===== src/rtl/uart_report_pkg.sv =====
// Shared constants, FSM state type and frame helpers for the sensor report arbiter.
package uart_report_pkg;

  localparam logic [7:0] HDR      = 8'hAA;
  localparam logic [7:0] ID_DHT11 = 8'h01;
  localparam logic [7:0] ID_SPO2  = 8'h02;
  localparam logic [7:0] ID_MQ2   = 8'h03;

  typedef enum logic [1:0] {
    IDLE = 2'd0,
    SEND = 2'd1,
    GAP  = 2'd2
  } state_t;

  function automatic logic [7:0] src_id(input logic [1:0] src);
    case (src)
      2'd0:    src_id = ID_DHT11;
      2'd1:    src_id = ID_SPO2;
      2'd2:    src_id = ID_MQ2;
      default: src_id = ID_DHT11;
    endcase
  endfunction

  function automatic logic [7:0] frame_chk(input logic [7:0] id, input logic [15:0] payload);
    frame_chk = id ^ payload[15:8] ^ payload[7:0];
  endfunction

endpackage


===== src/rtl/uart_report_arbiter_rr_arb3.sv =====
// Three-way round-robin arbiter: search starts one past the most recent winner.
module rr_arb3
  import uart_report_pkg::*;
(
  input  logic       clk,
  input  logic       rst,
  input  logic [2:0] pend,
  input  logic       advance,
  output logic [1:0] winner,
  output logic       valid
);

  logic [1:0] last_r;

  // priority order rotated by the last winner
  always_comb begin
    winner = 2'd0;
    case (last_r)
      2'd0: begin
        if (pend[1])      winner = 2'd1;
        else if (pend[2]) winner = 2'd2;
        else if (pend[0]) winner = 2'd0;
        else              winner = 2'd1;
      end
      2'd1: begin
        if (pend[2])      winner = 2'd2;
        else if (pend[0]) winner = 2'd0;
        else if (pend[1]) winner = 2'd1;
        else              winner = 2'd2;
      end
      default: begin
        if (pend[0])      winner = 2'd0;
        else if (pend[1]) winner = 2'd1;
        else if (pend[2]) winner = 2'd2;
        else              winner = 2'd0;
      end
    endcase
  end

  assign valid = |pend;

  // pointer register
  always_ff @(posedge clk) begin
    if (rst)                   last_r <= 2'd2;
    else if (advance && valid) last_r <= winner;
    else                       last_r <= last_r;
  end

endmodule


===== src/rtl/uart_report_arbiter.sv =====
// Latches posts from three sensor reporters and sends each as a 5-byte
// checksummed frame (AA, ID, MSB, LSB, CHK) over a valid/ready byte port.
module uart_report_arbiter
  import uart_report_pkg::*;
#(
  parameter int GAP_CYCLES = 16
) (
  input  logic        clk,
  input  logic        rst,
  input  logic [2:0]  req,
  input  logic [15:0] data0,
  input  logic [15:0] data1,
  input  logic [15:0] data2,
  output logic [7:0]  tx_data,
  output logic        tx_valid,
  input  logic        tx_ready,
  output logic        busy,
  output logic [1:0]  grant,
  output logic        frame_done,
  output logic [7:0]  overrun_cnt
);

  localparam logic [15:0] GAP_LOAD = (GAP_CYCLES > 0) ? 16'(GAP_CYCLES - 1) : 16'd0;

  state_t      state_r, state_s;
  logic [15:0] hold_r [3];
  logic [2:0]  pend_r;
  logic [1:0]  win_s;
  logic        win_any_s;
  logic        gnt_en_s;
  logic [2:0]  win_oh_s, clr_s, ovr_s;
  logic [15:0] win_hold_s;
  logic [8:0]  ovr_sum_s;
  logic        last_acc_s;
  logic [7:0]  frm_id_r, frm_chk_r, ovr_r;
  logic [15:0] frm_pay_r;
  logic [2:0]  idx_r;
  logic [15:0] gap_r;
  logic [1:0]  grant_r;

  rr_arb3 u_arb (
    .clk     (clk),
    .rst     (rst),
    .pend    (pend_r),
    .advance (gnt_en_s),
    .winner  (win_s),
    .valid   (win_any_s)
  );

  // grant-side decode: winner one-hot, its held value, and overrun detection
  always_comb begin
    gnt_en_s   = (state_r == IDLE) && win_any_s;
    last_acc_s = (state_r == SEND) && tx_ready && (idx_r == 3'd4);
    case (win_s)
      2'd0:    begin win_oh_s = 3'b001; win_hold_s = hold_r[0]; end
      2'd1:    begin win_oh_s = 3'b010; win_hold_s = hold_r[1]; end
      2'd2:    begin win_oh_s = 3'b100; win_hold_s = hold_r[2]; end
      default: begin win_oh_s = 3'b000; win_hold_s = 16'h0000; end
    endcase
    if (gnt_en_s) clr_s = win_oh_s;
    else          clr_s = 3'b000;
    ovr_s     = req & pend_r & ~clr_s;
    ovr_sum_s = {1'b0, ovr_r} + {8'd0, ovr_s[0]} + {8'd0, ovr_s[1]} + {8'd0, ovr_s[2]};
  end

  // hold/pend registers; a post in the grant cycle keeps pend set for a later frame
  always_ff @(posedge clk) begin
    if (rst) begin
      for (int i = 0; i < 3; i++) hold_r[i] <= 16'h0000;
      pend_r <= 3'b000;
      ovr_r  <= 8'd0;
    end else begin
      hold_r[0] <= req[0] ? data0 : hold_r[0];
      hold_r[1] <= req[1] ? data1 : hold_r[1];
      hold_r[2] <= req[2] ? data2 : hold_r[2];
      pend_r    <= req | (pend_r & ~clr_s);
      ovr_r     <= ovr_sum_s[8] ? 8'hFF : ovr_sum_s[7:0];
    end
  end

  // frame snapshot, byte index and gap counter
  always_ff @(posedge clk) begin
    if (rst) begin
      frm_id_r  <= 8'h00;
      frm_pay_r <= 16'h0000;
      frm_chk_r <= 8'h00;
      grant_r   <= 2'd0;
      idx_r     <= 3'd0;
      gap_r     <= 16'd0;
    end else begin
      if (gnt_en_s) begin
        frm_id_r  <= src_id(win_s);
        frm_pay_r <= win_hold_s;
        frm_chk_r <= frame_chk(src_id(win_s), win_hold_s);
        grant_r   <= win_s;
      end
      if (state_r == SEND && tx_ready) idx_r <= last_acc_s ? 3'd0 : idx_r + 3'd1;
      else if (state_r != SEND)        idx_r <= 3'd0;
      if (last_acc_s)                                 gap_r <= GAP_LOAD;
      else if (state_r == GAP && gap_r != 16'd0)      gap_r <= gap_r - 16'd1;
    end
  end

  // state register
  always_ff @(posedge clk) begin
    if (rst) state_r <= IDLE;
    else     state_r <= state_s;
  end

  // next-state logic
  always_comb begin
    state_s = state_r;
    case (state_r)
      IDLE: begin
        if (win_any_s) state_s = SEND;
        else           state_s = IDLE;
      end
      SEND: begin
        if (last_acc_s) state_s = (GAP_CYCLES > 0) ? GAP : IDLE;
        else            state_s = SEND;
      end
      GAP: begin
        if (gap_r == 16'd0) state_s = IDLE;
        else                state_s = GAP;
      end
      default: state_s = IDLE;
    endcase
  end

  // output decode from registered state and snapshot
  always_comb begin
    tx_valid = 1'b0;
    tx_data  = 8'h00;
    if (state_r == SEND) begin
      tx_valid = 1'b1;
      case (idx_r)
        3'd0:    tx_data = HDR;
        3'd1:    tx_data = frm_id_r;
        3'd2:    tx_data = frm_pay_r[15:8];
        3'd3:    tx_data = frm_pay_r[7:0];
        3'd4:    tx_data = frm_chk_r;
        default: tx_data = 8'h00;
      endcase
    end else begin
      tx_valid = 1'b0;
      tx_data  = 8'h00;
    end
    busy       = (state_r != IDLE);
    frame_done = last_acc_s;
  end

  assign grant       = grant_r;
  assign overrun_cnt = ovr_r;

endmodule


===== config.mk =====
export PLATFORM = sky130hd
export DESIGN_NAME = uart_report_arbiter
export DESIGN_NICKNAME = d
export VERILOG_FILES = /design/src/rtl/uart_report_pkg.sv /design/src/rtl/uart_report_arbiter_rr_arb3.sv /design/src/rtl/uart_report_arbiter.sv
export SDC_FILE = /design/constraint.sdc
export NUM_CORES = 1
export LEC_CHECK = 0
export ABC_AREA = 1
export CORE_MARGIN = 5
export CORE_UTILIZATION = 45
export CTS_CLUSTER_DIAMETER = 40
export CTS_CLUSTER_SIZE = 12
export DETAILED_ROUTE_END_ITERATION = 16
export GPL_ROUTABILITY_DRIVEN = 1
export PLACE_DENSITY_LB_ADDON = 0.15
export SLEW_MARGIN = 20
export SYNTH_ARGS = -nofsm -noshare
export SYNTH_HDL_FRONTEND = slang
export SYNTH_SLANG_ARGS = --single-unit
export TNS_END_PERCENT = 30

===== constraint.sdc =====
create_clock -name clk -period 3.32 [get_ports clk]
set_input_delay 0.664 -clock clk [delete_from_list [all_inputs] [get_ports clk]]
set_output_delay 0.664 -clock clk [all_outputs]
set_load 0.01 [all_outputs]

Word level (Yosys, flattened, before mapping) --
Memory sizes are Yosys's and may differ from the RTL's. Cells that the tools add are included.
Storage, ports and cells: register bits 68, memory bits (writable) 48, input bits 54, output and inout port bits 21, logic and storage cells 91, memories 1
Memory list:
- hold_r | depth 3, bits a word 16, read ports 3, clocked after memory_dff 0, write ports 3, line uart_report_arbiter.sv:26 | logic [15:0] hold_r [3];
Operators by class: $add $sub $neg 5, equal/unequal tests 10, muxes and demuxes 38, bitwise gates (word level) 10, reductions and logical operators 16
Operators with widths (number):
- 16-bit 2-to-1 mux | 6
- 16-bit one-hot mux with 3 select lines | 1
- 8-bit one-hot mux with 5 select lines | 1
- 8-bit 2-to-1 mux | 4
- 2-bit 2-to-1 mux | 10
- 9-bit by 1-bit adder with 9-bit output | 2
- 16-bit zero test | 1
- 16-bit nonzero test | 1
- 16-bit by 1-bit subtractor with 16-bit output (second input constant) | 1
- 8-bit bitwise XOR | 2
- 3-bit 2-to-1 mux | 4
- 8-bit by 1-bit adder with 9-bit output | 1
- 3-bit AND | 3
- 3-bit one-hot mux with 3 select lines | 1
- 4-bit 2-to-1 mux | 2
- 2-bit one-hot mux with 2 select lines | 2
- 2-bit by 1-bit == test with 1-bit output (second input constant) | 3
- 3-bit by 2-bit == test with 1-bit output (second input constant) | 2
- 2-bit zero test | 3
- 1-bit 2-to-1 mux | 6
- 2-bit one-hot mux with 3 select lines | 1
- 2-bit nonzero test | 3
- 1-bit logical AND | 5
- 2-bit == test (second input constant) | 2
- 10 further kinds | 12

Logic depth before layout (Yosys ltp) --
Gate-level depths: netlist (run 1).
depth in word-level cells 13, depth in mapped cells 21, depth with buffers taken out 19

Cells and area by module --
Synthesis (run 1) repeated with hierarchy kept, for this count alone.
Second synthesis, totals: cells, all modules 779, area, all modules 5335.1 um2
By module, submodules not included:
- uart_report_arbiter | times used 1, cells an instance 750, area an instance 5158.7 um2, seq. area each 2162.1 um2
- rr_arb3 | times used 1, cells an instance 29, area an instance 176.4 um2, seq. area each 40.0 um2

Worst setup path before layout (run 1) --
OpenSTA, ideal clock, no wires.
path kind register to register, start point reg pend_r[0], end point reg ovr_r[5] (netlist: overrun_cnt[5]), library setup time 0.110 ns, data arrival time 3.159 ns, setup slack 0.052 ns, stages on the path, launching flop included 20, path buffers 2, cell sequence dfxtp_1 inv_1 nand2_1 o21ai_0 inv_1 ha_1 buf_2 buf_2 nand2_1 nand2_1 nor2_1 fa_1 ha_1 fa_1 nand3_1 nor3_1 nand3_1 nand3_1 nand2_1 inv_1
Between the ends: word-level cells in the longest chain between the ends 13, elaborated cells on any way between the ends 21, those cells by class add/sub: 3; eq/ne: 2; mux: 10; bitwise: 3; reduce/logical: 3
RTL lines:
- from (decl) | line uart_report_arbiter.sv:27 | logic [2:0] pend_r;
- from (signal assigned) | line uart_report_arbiter.sv:76 | pend_r <= req | (pend_r & ~clr_s);
- 1-bit 2-to-1 mux | line uart_report_arbiter_rr_arb3.sv:22 | else if (pend[0]) winner = 2'd0;
- 2-bit 2-to-1 mux | line uart_report_arbiter_rr_arb3.sv:21 | else if (pend[2]) winner = 2'd2;
- 2-bit 2-to-1 mux | line uart_report_arbiter_rr_arb3.sv:20 | if (pend[1]) winner = 2'd1;
- 2-bit one-hot mux with 2 select lines (*) | line uart_report_arbiter_rr_arb3.sv:18 | case (last_r)
- via u_arb.winner[0] | line uart_report_arbiter_rr_arb3.sv:9 | output logic [1:0] winner,
- 2-bit == test (tied with other cells) | line uart_report_arbiter.sv:54 | case (win_s)
- 3-bit one-hot mux with 3 select lines (*) | line uart_report_arbiter.sv:54
- 3-bit 2-to-1 mux (*) | line uart_report_arbiter.sv:60 | if (gnt_en_s) clr_s = win_oh_s;
- 3-bit NOT (*) | line uart_report_arbiter.sv:62 | ovr_s = req & pend_r & ~clr_s;
- 3-bit AND (*) | line uart_report_arbiter.sv:62
- 8-bit by 1-bit adder with 9-bit output | line uart_report_arbiter.sv:63 | ovr_sum_s = {1'b0, ovr_r} + {8'd0, ovr_s[0]} + {8'd0, ovr_s[1]} + {8'd0, ovr_s[2]};
- 9-bit by 1-bit adder with 9-bit output | line uart_report_arbiter.sv:63
- 9-bit by 1-bit adder with 9-bit output (*) | line uart_report_arbiter.sv:63
- 8-bit 2-to-1 mux (*) | line uart_report_arbiter.sv:77 | ovr_r <= ovr_sum_s[8] ? 8'hFF : ovr_sum_s[7:0];
- to (signal assigned) | line uart_report_arbiter.sv:77
- to (decl) | line uart_report_arbiter.sv:35 | logic [7:0] frm_id_r, frm_chk_r, ovr_r;
Mark *: on every way through the listed nets, which the timed path passes. The rest lies on a longest branch. A chain may end at the register's enable or synchronous reset.

Worst setup path in the final report (run 1) --
start point reg pend_r[1], end point reg ovr_r[6] (netlist: overrun_cnt[6])
Between the ends: word-level cells in the longest chain between the ends 13, elaborated cells on any way between the ends 21, those cells by class add/sub: 3; eq/ne: 2; mux: 10; bitwise: 3; reduce/logical: 3
RTL lines:
- 2-bit 2-to-1 mux | line uart_report_arbiter_rr_arb3.sv:28 | else if (pend[1]) winner = 2'd1;
- 2-bit 2-to-1 mux | line uart_report_arbiter_rr_arb3.sv:27 | else if (pend[0]) winner = 2'd0;
- 2-bit 2-to-1 mux | line uart_report_arbiter_rr_arb3.sv:26 | if (pend[2]) winner = 2'd2;
- 2-bit one-hot mux with 2 select lines (*) | line uart_report_arbiter_rr_arb3.sv:18
- via u_arb.winner[1] | line uart_report_arbiter_rr_arb3.sv:9
- 2-bit == test (tied with other cells) | line uart_report_arbiter.sv:54
- 3-bit one-hot mux with 3 select lines (*) | line uart_report_arbiter.sv:54
- 3-bit 2-to-1 mux (*) | line uart_report_arbiter.sv:60
- 3-bit NOT (*) | line uart_report_arbiter.sv:62
- 3-bit AND (*) | line uart_report_arbiter.sv:62
- 8-bit by 1-bit adder with 9-bit output | line uart_report_arbiter.sv:63
- 9-bit by 1-bit adder with 9-bit output | line uart_report_arbiter.sv:63
- 9-bit by 1-bit adder with 9-bit output (*) | line uart_report_arbiter.sv:63
- 8-bit 2-to-1 mux (*) | line uart_report_arbiter.sv:77
Marks and branches as above.

==> results of run 1 <==
-- worst reg2reg max path, stage by stage (launching register included) --
cell,delay [ns]
dfxtp_2,0.35
inv_1,0.07
o21ai_0,0.16
o21ai_1,0.12
nand2_2,0.12
inv_1,0.09
ha_1,0.20
nand2_1,0.08
nand2_1,0.07
nor2_1,0.12
fa_1,0.45
ha_1,0.25
fa_1,0.41
nand3_1,0.14
nor3_2,0.07
or2_2,0.27
a21oi_1,0.12
-- cell families after synthesis --
kind of cell,count (synthesis),share of synthesized area (%)
DFF,109,42.1
and+or+nand+nor,412,32.4
adders and majority gates,15,3.91
buffers and inverters,92,7.20
AOI/OAI and AO/OA,130,13.2
xor gates and xnor gates,7,1.18
-- per-stage QoR --
stage,hold slack (ns),setup TNS [ns],util (%),total power (uW)
after detailed placement,0.455,-0.218,53.1,2020
after CTS,0.466,0,55.9,3120
after global placement,0.455,0,53.1,2000
after floorplan,0.445,0,-,1790
after global routing,0.482,-0.0514,56.3,3270
final,0.469,0,56.3,3110
-- placed cells by master (no fill, tap or decap), types with 2 or more instances in the layout --
master / instances
nand2_2: 4
nor2_2: 3
dfxtp_2: 2
a31oi_1: 6
a221oi_1: 2
nor3_1: 2
nor2_1: 150
inv_1: 43
dfxtp_1: 107
clkinv_2: 2
clkbuf_8: 2
nand3_1: 57
xnor2_1: 4
buf_4: 15
ha_1: 13
a41oi_1: 2
inv_2: 9
xor2_1: 3
clkdlybuf4s50_1: 74
a21oi_1: 51
nand4_1: 4
o21ai_1: 8
clkbuf_16: 9
or2_2: 3
nand2_1: 183
fa_1: 2
nand3b_1: 2
clkinv_1: 4
o21ai_0: 56
-- report_power, final --
group          switching (uW)  leakage [uW]  internal, uW  total, uW
logic                     324       0.00172           225        549
registers                53.7      0.000897          1400       1450
clock network             482      0.000156           628       1110
-- metal layers --
metal,routed length (um),vias up,global-route usage (%)
met1,6510,2383,28.5
met3,808,20,5.24
met5,0,-,0
met2,6480,150,34.0
met4,274,0,7.34
li1,-,2586,-
-- final timing paths --
check | slack [ns] | to | start | cells past startpoint
worst max-delay path | 0.18 | overrun_cnt[6]$_SDFF_PP0_ | pend_r[1]$_SDFF_PP0_ | 16
worst max register to register | 0.18 | overrun_cnt[6]$_SDFF_PP0_ | pend_r[1]$_SDFF_PP0_ | 16
worst min-delay path | 0.47 | grant[1]$_SDFFE_PP0P_ | grant[1]$_SDFFE_PP0P_ | 2
worst min register to register | 0.47 | grant[1]$_SDFFE_PP0P_ | grant[1]$_SDFFE_PP0P_ | 2
-- cell type report --
class,count,area (um^2)
Clock buffer,11,253
Clock inverter,5,57.6
Fill cell,1095,4970
Inverter,56,210
Multi-Input combinational cell,564,2640
Sequential cell,109,2180
Tap cell,143,179
Timing Repair Buffer,90,873
-- registers in the layout, summed over array words and instances, names as in the netlist --
signal,count
gap_r,16
u_arb.last_r,1
frm_pay_r,16
idx_r,3
frm_id_r,2
overrun_cnt,8
hold_r,48
frm_chk_r,8
pend_r,3
state_r,2
grant,2
-- what timing repair did --
item	CTS	global route
endpoints found under the setup margin	8	8
setup buffers	0	4
pin swaps	0	2
hold buffers	0	0
gates resized for setup	2	7
endpoints found under the hold margin	0	0
==> run metrics, run 1 <==
outcome completed; Lkg Pwr 0.00278 uW; synth-to-layout area growth 23.5%; Max Root-Sink Buffers 2; grt total ovfl 0; Max-slew headroom 53.3%; DP HPWL 9870 um; Arr. time, crit path 3.40 ns; root buffer cell clkbuf_16; crit-path max cell delay approximately 0.45 ns; dpl cell area 0.00604 mm^2; post-synthesis cell area slightly above 0.005 mm^2; post-synthesis cell type count 34; Synth Flop Type dfxtp_1; layout cells sized above 1 6.95%; worst-margin pin slew 0.699 ns; Nets 899; critical setup path kind register to register; Worst Path Max Fanout 4; CTS tree yes; Worst path top cell family by delay adder cells; boundary pin count 75; initial antenna violation count 0; final-report setup violation count 0; Post-Route WL approximately 14000 um; top cell type's share of synthesized area 42.1%; Yosys warning total 0; drt first pass iters 5; first-pass GRT wire length 23300 um; worst path buffer plus inverter count 2; synth top area cells dfxtp_1, nand2_1, nor2_1; Reg clk slew, reported paths around 0.070 ns; Worst-Skew Late Latency 0.34 ns; Seq/Total Area, Yosys 42.1%; largest net degree at the start of global routing 49; Die Y 117 um; Finished Cell Area 0.00640 mm^2; Post-synth EDFFs 0; routed length per instance 14.4 um; Synth area leader dfxtp_1; # DRC 0; most numerous cell in the Yosys netlist nand2_1; H-tree depth 3; final hold vios 0; maximum vdd ir drop approximately 260 uV; cell count after synthesis 765; Yosys reg bits roughly 110; iteration-0 DRC count of the detailed router around 420; die area 0.0138 mm^2; maxcap violations 0; Pwr Density between 400 and 500 mW/mm^2; post-route ant nets 0; Num CTS Buffers 9; overall routing resource usage roughly 21%; number of diodes 0; core area 0.0114 mm^2; endpoint type of the worst setup path register; Critical Path Start Type register; DR vias 5139; Tmin final approximately 3.1 ns; TritonCTS sink count between 100 and 150; CP max stage cell fa_1; setup ws final around 0.18 ns; Crit path required time 3.59 ns; Post-Layout Cell Count 978; Placer Congestion 0.850; Avg Inst Size Synth 6.77 um^2; fin crit share a little over nine tenths; initial core utilization 45.6%; fmax roughly 0.32 GHz; dpl ws -0.0793 ns; vias in the first global route 4952; Clock Skews around 0.0078 ns; critical-path cell list inv_1, o21ai_0, o21ai_1, nand2_2, inv_1, ha_1, nand2_1, nand2_1, nor2_1, fa_1, ha_1, fa_1, nand3_1, nor3_2, or2_2, a21oi_1; drt via density 5.25; Port-buffer cells 74; placed cell count around 960; Rows 39; top post-synthesis cells by count nand2_1, nor2_1, dfxtp_1; Die Wd 117 um; Mapped Nets about 830; HP Class register to register; asr flop ratio synth 0%; Slew Viols, Final 0
Note: power is estimated with default switching activity, not from simulation.
==> run 2: changes to the inputs <==
--- a/config.mk
+++ b/config.mk
@@ -13,6 +13,7 @@
 export DETAILED_ROUTE_END_ITERATION = 16
 export GPL_ROUTABILITY_DRIVEN = 1
 export PLACE_DENSITY_LB_ADDON = 0.15
+export SETUP_SLACK_MARGIN = 0.3
 export SLEW_MARGIN = 20
 export SYNTH_ARGS = -nofsm -noshare
 export SYNTH_HDL_FRONTEND = slang
==> run 2 against run 1 <==
Setup slack better by 0.26 ns. Routed wire length is 1.5% lower. Sequential cell count stayed put. Die area stayed put. Fmax is 9.2% higher. Clock power hardly changed. Final area is 0.88% higher. Critical path depth stayed put. Highest routed layer unchanged. Via count is 1.2% lower. Final cell count is 0.31% higher. Non-clock buffer count is 3 higher. Largest cell class unchanged.
==> run metrics, run 2 (synthesized netlist as in run 1, its figures left out) <==
Worst Path Max Fanout 4 (unchanged); Largest regs hold_r: 48 flops, frm_pay_r: 16 flops, gap_r: 16 flops (unchanged); endpoint type of the worst setup path register (unchanged); drt first pass iters 5 (unchanged); Clock Skews 0.00424 ns (was 0.00775 ns); Critical Path Start Type register (unchanged); setup TNS 0 ns (unchanged); fin crit share 86.5% (was 94.4%); Num CTS Buffers 9 (unchanged); Die Y 117 um (unchanged); final-report setup violation count 0 (unchanged); layout cells sized above 1 8.83% (was 6.95%); root buffer cell clkbuf_16 (unchanged); DP HPWL 9790 um (was 9870 um); CP max stage cell fa_1 (unchanged); Slew Viols, Final 0 (unchanged); Worst path top cell family by delay adder cells (unchanged); TritonCTS sink count 109 (unchanged); Post-Route WL 13900 um (was 14100 um); most common cell after layout, fill and taps aside nand2_1 (unchanged); boundary pin count 75 (unchanged); Reg clk slew, reported paths 0.07 ns (about the same); sequential cell area 0.00219 mm^2 (was 0.00218 mm^2); drt via density 5.17 (was 5.25); iteration-0 DRC count of the detailed router 555 (was 418); routed length per instance 14.1 um (was 14.4 um); vias in the first global route 4922 (was 4952); Most flops, register hold_r (unchanged); largest net degree at the start of global routing 66 (was 49); Lkg Pwr 0.00277 uW (was 0.00278 uW); maxcap violations 0 (unchanged); Max-slew headroom 61.1% (was 53.3%); Post-CTS Hold Fix Bufs 0 (unchanged); Arr. time, crit path 3.16 ns (was 3.40 ns); Worst-Skew Late Latency 0.35 ns (was 0.34 ns); DR vias 5076 (was 5139); area of the multi-input gates 0.00269 mm^2 (was 0.00264 mm^2); worst path buffer plus inverter count 3 (was 2); grt total ovfl 0 (unchanged); crit-path max cell delay 0.42 ns (was 0.45 ns); Rows 39 (unchanged); H-tree depth 3 (unchanged); die area 0.0138 mm^2 (unchanged); Pwr Density 479 mW/mm^2 (was 487 mW/mm^2); core area 0.0114 mm^2 (unchanged); Core Util, Final 56.8% (was 56.3%); outcome completed (unchanged); initial core utilization 45.6% (unchanged); overall routing resource usage 21.2% (was 21.4%); most frequent cells in the layout nand2_1, nor2_1, dfxtp_1, clkdlybuf4s50_1, nand3_1 (unchanged); HP Class register to register (unchanged); Fillers 1119 (was 1095); number of diodes 0 (unchanged); Max Root-Sink Buffers 2 (unchanged); # DRC 0 (unchanged); fmax 0.348 GHz (was 0.319 GHz); post-route ant nets 0 (unchanged); first-pass GRT wire length 23200 um (was 23300 um); Tmin final 2.87 ns (was 3.14 ns); critical setup path kind register to register (unchanged); Largest register FFs 48 (unchanged); Placer Congestion 0.852 (was 0.850); synth-to-layout area growth 24.6% (was 23.5%); RSZ-0062 raised after global routing true; Die Wd 117 um (unchanged); total chip power 3090 uW (was 3110 uW); Port-buffer cells 74 (unchanged); Crit path required time 3.61 ns (was 3.59 ns); initial antenna violation count 0 (unchanged); worst-margin pin slew 0.583 ns (was 0.699 ns); maximum vdd ir drop 394 uV (was 264 uV); CTS tree yes (unchanged); critical-path cell list inv_1, o21ai_1, nand3_1, o21ai_2, inv_2, ha_1, nand2_1, nand3_1, inv_1, fa_1, ha_2, fa_2, nand3_4, nor3_4, or2_2, a21oi_1 (was inv_1, o21ai_0, o21ai_1, nand2_2, inv_1, ha_1, nand2_1, nand2_1, nor2_1, fa_1, ha_1, fa_1, nand3_1, nor3_2, or2_2, a21oi_1); Nets 902 (was 899); final hold vios 0 (unchanged)
==> run 2: cell types whose count changed in the layout (fill, tap and decap cells not counted), moves of 3 or more <==
cell,previous run,this run
clkinvlp_4,0,5
buf_4,15,19
inv_1,43,39
ha_1,13,10
ha_2,0,3
inv_2,9,12
==> run 2: power by group <==
group          switching, uW  internal (uW)
clock network            488            606
registers               56.2           1400
logic                    313            227
==> run 2: area by class of cell <==
| cell class | instances | area share [%] |
|---|---|---|
| tap | 143 | 2.77 |
| sequential | 109 | 33.9 |
| clock buffer | 11 | 3.76 |
| inverter | 56 | 3.31 |
| timing repair buffer | 93 | 13.7 |
| multi-input combinational | 564 | 41.7 |
| clock inverter | 5 | 0.930 |
==> run 2: through the flow <==
stage	instances	hold slack [ns]	setup slack [ns]	instance area [um^2]
6_report	981	0.467	0.449	6450
5_1_grt	981	0.491	0.254	6450
4_1_cts	975	0.467	0.264	6360
3_5_place_dp	959	0.457	0.120	6050
3_3_place_gp	959	0.454	0.214	6050
2_1_floorplan	765	0.445	0.309	5210
==> run 2: path summary, 6_finish.rpt <==
kind                                            startpoint                          to  slack, ns  cells past startpoint
worst min-delay path            frm_pay_r[13]$_SDFFE_PP0P_  frm_pay_r[13]$_SDFFE_PP0P_       0.47                      2
worst max register to register        pend_r[1]$_SDFF_PP0_   overrun_cnt[6]$_SDFF_PP0_       0.45                     16
worst max-delay path                  pend_r[1]$_SDFF_PP0_   overrun_cnt[6]$_SDFF_PP0_       0.45                     16
worst min register to register  frm_pay_r[13]$_SDFFE_PP0P_  frm_pay_r[13]$_SDFFE_PP0P_       0.47                      2
==> run 2: tightest hold or removal path, stage by stage, from the launching register on <==
cell and delay [ns]:
dfxtp_1 0.31, nand2_1 0.06, a21oi_1 0.05
==> run 2: what timing repair did <==
item	in CTS	in global routing
resized for setup	2	15
pin swaps	0	6
setup endpoints to repair	6	15
setup buffers	0	6
==> run 2: layer usage <==
metal	up-vias	track usage [%]	part of all wire [%]
met5	-	0	0
met4	0	6.57	2.2
met3	24	5.24	6.0
met2	157	33.3	46
met1	2311	28.9	46
li1	2584	-	-
==> run 3: changes to the inputs <==
==> constraint.sdc (replaced) <==
create_clock -name clk -period 3.32 [get_ports clk]
set_input_delay 0.664 -clock clk [delete_from_list [all_inputs] [get_ports clk]]
set_output_delay 0.664 -clock clk [all_outputs]
set_load 0.05 [all_outputs]
==> run 3 against run 2 <==
Die area unchanged. First-iteration DRC count decreased by 29%. Register-to-register slack got worse by 0.02 ns. Sequential share of layout area grew 0.26 points. Clock power decreased by 6%. Sequential power about the same. Final cell count shrank 0.20%. Setup slack got worse by 0.27 ns. Total power down 0.46%. Critical path type is now register to output pin. Critical endpoint is now tx_data[7].
==> run metrics, run 3 (synthesized netlist as in run 1, its figures left out) <==
initial core utilization 45.6% (unchanged); # DRC 0 (unchanged); HP Class register to register (unchanged); final hold vios 0 (unchanged); placed cell count 959 (unchanged); Nets 901 (was 902); dpl cell area 0.00606 mm^2 (was 0.00605 mm^2); Largest regs hold_r: 48 flops, frm_pay_r: 16 flops, gap_r: 16 flops (unchanged); dpl ws 0.305 ns (was 0.120 ns); Placer Congestion 0.830 (was 0.852); Finished Cell Area 0.00641 mm^2 (was 0.00645 mm^2); DR vias 5031 (was 5076); fin crit share 94.7% (was 86.5%); Largest register FFs 48 (unchanged); initial antenna violation count 0 (unchanged); Critical Path Start Type register (unchanged); outcome completed (unchanged); Pwr Density 480 mW/mm^2 (was 479 mW/mm^2); Most flops, register hold_r (unchanged); Crit path required time 2.66 ns (was 3.61 ns); vias in the first global route 4823 (was 4922); grt total ovfl 0 (unchanged); most common cell after layout, fill and taps aside nand2_1 (unchanged); Die Wd 117 um (unchanged); root buffer cell clkbuf_16 (unchanged); most frequent cells in the layout nand2_1, nor2_1, dfxtp_1, clkdlybuf4s50_1, nand3_1 (unchanged); Die Y 117 um (unchanged); number of diodes 0 (unchanged); critical path's most frequent cell inv_1; critical-path cell list inv_1, ha_1, nand2_1, inv_1, a221oi_1, a21oi_1, clkdlybuf4s50_1 (was inv_1, o21ai_1, nand3_1, o21ai_2, inv_2, ha_1, nand2_1, nand3_1, inv_1, fa_1, ha_2, fa_2, nand3_4, nor3_4, or2_2, a21oi_1); routed length per instance 14.1 um (about the same); setup TNS 0 ns (unchanged); largest net degree at the start of global routing 66 (unchanged); Worst Path Max Fanout 7 (was 4); Reg clk slew, reported paths 0.07 ns (about the same); worst-margin pin slew 0.587 ns (was 0.583 ns); DP HPWL 9820 um (was 9790 um); fmax 0.318 GHz (was 0.348 GHz); RSZ-0062 raised after global routing true (unchanged); CTS tree yes (unchanged); Num CTS Buffers 9 (unchanged); boundary pin count 75 (unchanged); die area 0.0138 mm^2 (unchanged); Port-buffer cells 74 (unchanged); first-pass GRT wire length 22900 um (was 23200 um); overall routing resource usage 20.9% (was 21.2%); maximum vdd ir drop 286 uV (was 394 uV); Post-CTS Hold Fix Bufs 0 (unchanged); drt first pass iters 5 (unchanged); maxcap violations 0 (unchanged); core area 0.0114 mm^2 (unchanged); drt via density 5.14 (was 5.17); final-report setup violation count 0 (unchanged); critical setup path kind register to output pin (was register to register); endpoint type of the worst setup path output pin (was register); Max Root-Sink Buffers 2 (unchanged); Worst-Skew Late Latency 0.35 ns (about the same); setup ws final 0.174 ns (was 0.449 ns); Tmin final 3.15 ns (was 2.87 ns); post-route ant nets 0 (unchanged); Post-Layout Cell Count 979 (was 981); Lkg Pwr 0.00280 uW (was 0.00277 uW); TritonCTS sink count 109 (unchanged); iteration-0 DRC count of the detailed router 395 (was 555); crit-path max cell delay 0.82 ns (was 0.42 ns); layout cells sized above 1 8.61% (was 8.83%); synth-to-layout area growth 23.7% (was 24.6%); CP max stage cell clkdlybuf4s50_1 (was fa_1); Arr. time, crit path 2.48 ns (was 3.16 ns); Rows 39 (unchanged); Post-Route WL 13800 um (was 13900 um); H-tree depth 3 (unchanged); Clock Skews 0.00813 ns (was 0.00424 ns); Slew Viols, Final 0 (unchanged); Max-slew headroom 60.9% (was 61.1%)
## run 3: changes by cell type in the layout (fill, tap and decap cells not counted), moves of 2 or more
cell,previous run,this run
clkdlybuf4s50_1,74,70
clkinvlp_4,5,1
dlygate4sd2_1,0,2
ha_1,10,12
ha_2,3,1
o21ai_2,1,3
## run 3: per-stage QoR
stage	hold WS, ns	power [uW]	util (%)
finish	0.467	3080	56.4
global route	0.493	3230	56.4
CTS	0.466	3080	55.7
detailed placement	0.456	2060	53.3
global placement	0.456	2050	53.3
floorplan	0.445	1850	-
## run 3: path summary, 6_finish.rpt
check	from	endpoint	slack, ns	depth (start not counted)
worst max register to register	pend_r[2]$_SDFF_PP0_	overrun_cnt[6]$_SDFF_PP0_	0.43	15
worst min-delay path	frm_pay_r[13]$_SDFFE_PP0P_	frm_pay_r[13]$_SDFFE_PP0P_	0.47	2
worst max-delay path	idx_r[0]$_SDFFE_PP0P_	tx_data[7]	0.17	7
worst min register to register	frm_pay_r[13]$_SDFFE_PP0P_	frm_pay_r[13]$_SDFFE_PP0P_	0.47	2
## run 3: power by group
| group | switching [uW] | internal (uW) |
|---|---|---|
| registers | 56.6 | 1400 |
| logic | 370 | 229 |
| clock network | 474 | 546 |
| total | 901 | 2180 |
## run 3: cell type report
type	instances	area, um^2
Multi-Input combinational cell	564	2680
Inverter	56	210
Tap cell	143	179
Clock buffer	12	256
Timing Repair Buffer	92	873
Fill cell	1123	4960
Clock inverter	3	21.3
Sequential cell	109	2190
## run 3: repair_timing
| action | 4_1_cts | 5_1_grt |
|---|---|---|
| pin swaps | 0 | 6 |
| setup endpoints to repair | 8 | 14 |
| buffers inserted | 0 | 5 |
| endpoints found under the hold margin | 0 | 0 |
| gates cloned | 0 | 0 |
| gates resized for setup | 2 | 20 |
## run 3: critical path, delay by kind of cell, from the launching register on
kind	cells	cell delay [ns]
and+or+nand+nor	1	0.10
adders and majority gates	1	0.24
buffers and inverters	3	1.16
AOI/OAI and AO/OA	2	0.29
DFF	1	0.33
## run 3: metal layers
layer	part of all wire [%]	up-vias	GRT usage [%]
li1	-	2591	-
met1	48	2310	28.7
met2	46	114	32.4
met3	4.1	16	3.50
met4	2.0	0	9.17
met5	0	-	0
==> edit (settings of run 3) <==
The 3 states of `state_t` get a one-hot encoding in 3 bits.
--- a/src/rtl/uart_report_pkg.sv
+++ b/src/rtl/uart_report_pkg.sv
@@ -6,10 +6,10 @@
   localparam logic [7:0] ID_SPO2  = 8'h02;
   localparam logic [7:0] ID_MQ2   = 8'h03;
 
-  typedef enum logic [1:0] {
-    IDLE = 2'd0,
-    SEND = 2'd1,
-    GAP  = 2'd2
+  typedef enum logic [2:0] {
+    IDLE = 3'b001,
+    SEND = 3'b010,
+    GAP  = 3'b100
   } state_t;
 
   function automatic logic [7:0] src_id(input logic [1:0] src);
Function: no difference found for any inputs over 10 cycles, from zero or initial values and one cycle with rst high; not proved beyond that.
==> edit against run 3 <==
Sequential cell count rose by 1. Routed wire length is 4.6% higher. Synthesized area is 3.7% higher. Clock power hardly changed. Die area is 3.4% higher. Non-clock buffer count is 1 higher. Worst setup slack improved by 0.099 ns. Power is 4.6% higher. Design area grew 2.9%. Critical path type unchanged. Highest routed layer unchanged.
==> edit: results (changes against run 3) <==
----------------------------------------------------
[Setup path]
  Delay contributed by the slowest stage of the critical path ... 0.79 ns (-0.03 ns)
  Startpoint of the most critical setup path ... idx_r[1]$_SDFFE_PP0P_
  Maximum fanout along the worst path ... 8 (+1)
  End point of the critical path ... tx_data[6]
  Arrival time at the worst endpoint ... 2.38 ns (-0.10 ns)
  Standard cell with the maximum stage delay on the critical path ... clkdlybuf4s50_1
  RR Startpoint ... grant[0]$_SDFFE_PP0P_
  Number of cell instances on the worst register-to-register path ... 16 (+1)

[Timing]
  Final worst clock skew ... 0.00874 ns (+0.000608 ns)
  Part of the cycle the worst path needs ... 0.918 (-0.0297)
  Worst slew pin tran ... 0.584 ns (-0.00225 ns)

[Route]
  Met3 wire length ... 718 um (+29%)
  Number of DRC markers in iteration 0 ... 397 (+0.51%)
  Post-Route M1 WL ... 6510 um (-0.66%)
  Total length of routed met2 wires ... 6880 um (+8.0%)
  Post-detailed-route wirelength per cell ... 14.4 um (+2.2%)
  Number of vias after detailed routing ... 5182 (+3.0%)
  Total Routed Length ... 14400 um (+4.6%)
  Router iterations before antenna repair ... 5 (unchanged)

[Global routing]
  Met1 usage ... 0.264 (-0.0228)
  GR Util met3 ... 0.0423 (+0.00730)
  Number of global-route vias before repair ... 5005 (+3.8%)
  First-pass GRT wire length ... 23900 um (+4.6%)
  Met2 Usage GRT ... 0.354 (+0.0300)
  Largest net degree at the start of global routing ... 39 (-41%)
  GRT Util Overall ... 0.208 (-0.00140)

[Power]
  Part of the power in registers ... 0.463 (-0.011)
  Internal Pwr Total ... 0.00222 W (+2.0%)
  Power drawn by the clock network ... 0.00102 W (about the same)
  Reported leakage power ... 2.89 nW (+3.1%)
  Total power of the final layout ... 0.00322 W (+4.6%)
  Peak VDD IR ... 0.348 mV (+21%)

[Place]
  Setup WS pre-CTS ... 0.135 ns (-0.170 ns)
  Routability cong. ... 0.829 (-0.11%)
  Placement-stage cell area ... 6220 um^2 (+2.6%)
  Total placed cells including tap cells ... 980 (+2.2%)
  Detailed-placement wirelength estimate ... 10500 um (+6.4%)

[Yosys]
  Count of warnings emitted by yosys ... 0 (unchanged)
  Post-synth cell types ... 39 (+15%)
  Main area contributors after synthesis ... dfxtp_1 (41%), nand2_1 (13%), nor2_1 (11%), o21ai_0 (6.0%), a21oi_1 (4.4%)
  Fraction of the yosys area taken by sequential cells ... 0.410 (-0.0112)
  Commonest cells post-synth ... nand2_1 (185), nor2_1 (162), dfxtp_1 (110), o21ai_0 (64), inv_1 (52)
  Number of nets produced by synthesis ... 853 (+2.3%)
  Number of instances in the synthesized netlist ... 784 (+2.5%)

[Finish]
  Multi-input logic area ... 2830 um^2 (+5.7%)
  Leading registers by flop count ... hold_r: 48 flops, frm_pay_r: 16 flops, gap_r: 16 flops
  Fraction of layout instances using a drive strength above 1 ... 0.0947 (+0.00861)
  Total Nets Final ... 920 (+2.1%)
  Number of filler instances in the final layout ... 1161 (+3.4%)

[Run status]
  Run status ... complete, no violations

[Worst hold path]
  Class of the tightest hold or removal check ... register to register

----------------------------------------------------
edit: changes by cell type in the layout (fill, tap and decap cells not counted), sizes merged, moves of 3 or more:
cell / run 3 / this run
nor3: 3 / 8
nand2: 188 / 192
o211ai: 1 / 4
a31oi: 6 / 2
inv: 52 / 55
nand3: 58 / 48
a21oi: 51 / 56
nor2: 154 / 165
edit: logic make-up (layout without fill, tap and decap cells):
logic type                 Yosys count  after routing  share of synthesized area
AOI/OAI and AO/OA                  134            134                      0.138
xor gates and xnor gates             7              7                     0.0114
adders and majority gates           15             15                     0.0377
buffers and inverters               95            166                     0.0753
DFF                                110            110                      0.410
and+or+nand+nor                    423            423                      0.327
edit: final cells by class:
cell class              instances  area share
multi-input cells             579       0.429
flip-flops and latches        110       0.335
repair buffers                 93       0.133
clock buffers                  11      0.0368
inverters                      58      0.0330
well taps                     147      0.0279
clock inverters                 4     0.00493
edit: worst min path at each step:
stage | from | end | slack [ns] | cells past startpoint
after floorplan | frm_pay_r[1]$_SDFFE_PP0P_ | frm_pay_r[1]$_SDFFE_PP0P_ | 0.44 | 2
after global placement | grant[1]$_SDFFE_PP0P_ | grant[1]$_SDFFE_PP0P_ | 0.45 | 2
after detailed placement | frm_pay_r[1]$_SDFFE_PP0P_ | frm_pay_r[1]$_SDFFE_PP0P_ | 0.46 | 2
after CTS | frm_pay_r[1]$_SDFFE_PP0P_ | frm_pay_r[1]$_SDFFE_PP0P_ | 0.47 | 2
after global routing | frm_pay_r[1]$_SDFFE_PP0P_ | frm_pay_r[1]$_SDFFE_PP0P_ | 0.48 | 2
final | frm_pay_r[1]$_SDFFE_PP0P_ | frm_pay_r[1]$_SDFFE_PP0P_ | 0.47 | 2
edit: worst min-delay path: stages (launching register included):
cell,delay [ns]
dfxtp_1,0.31
nand2_1,0.06
a21oi_1,0.05
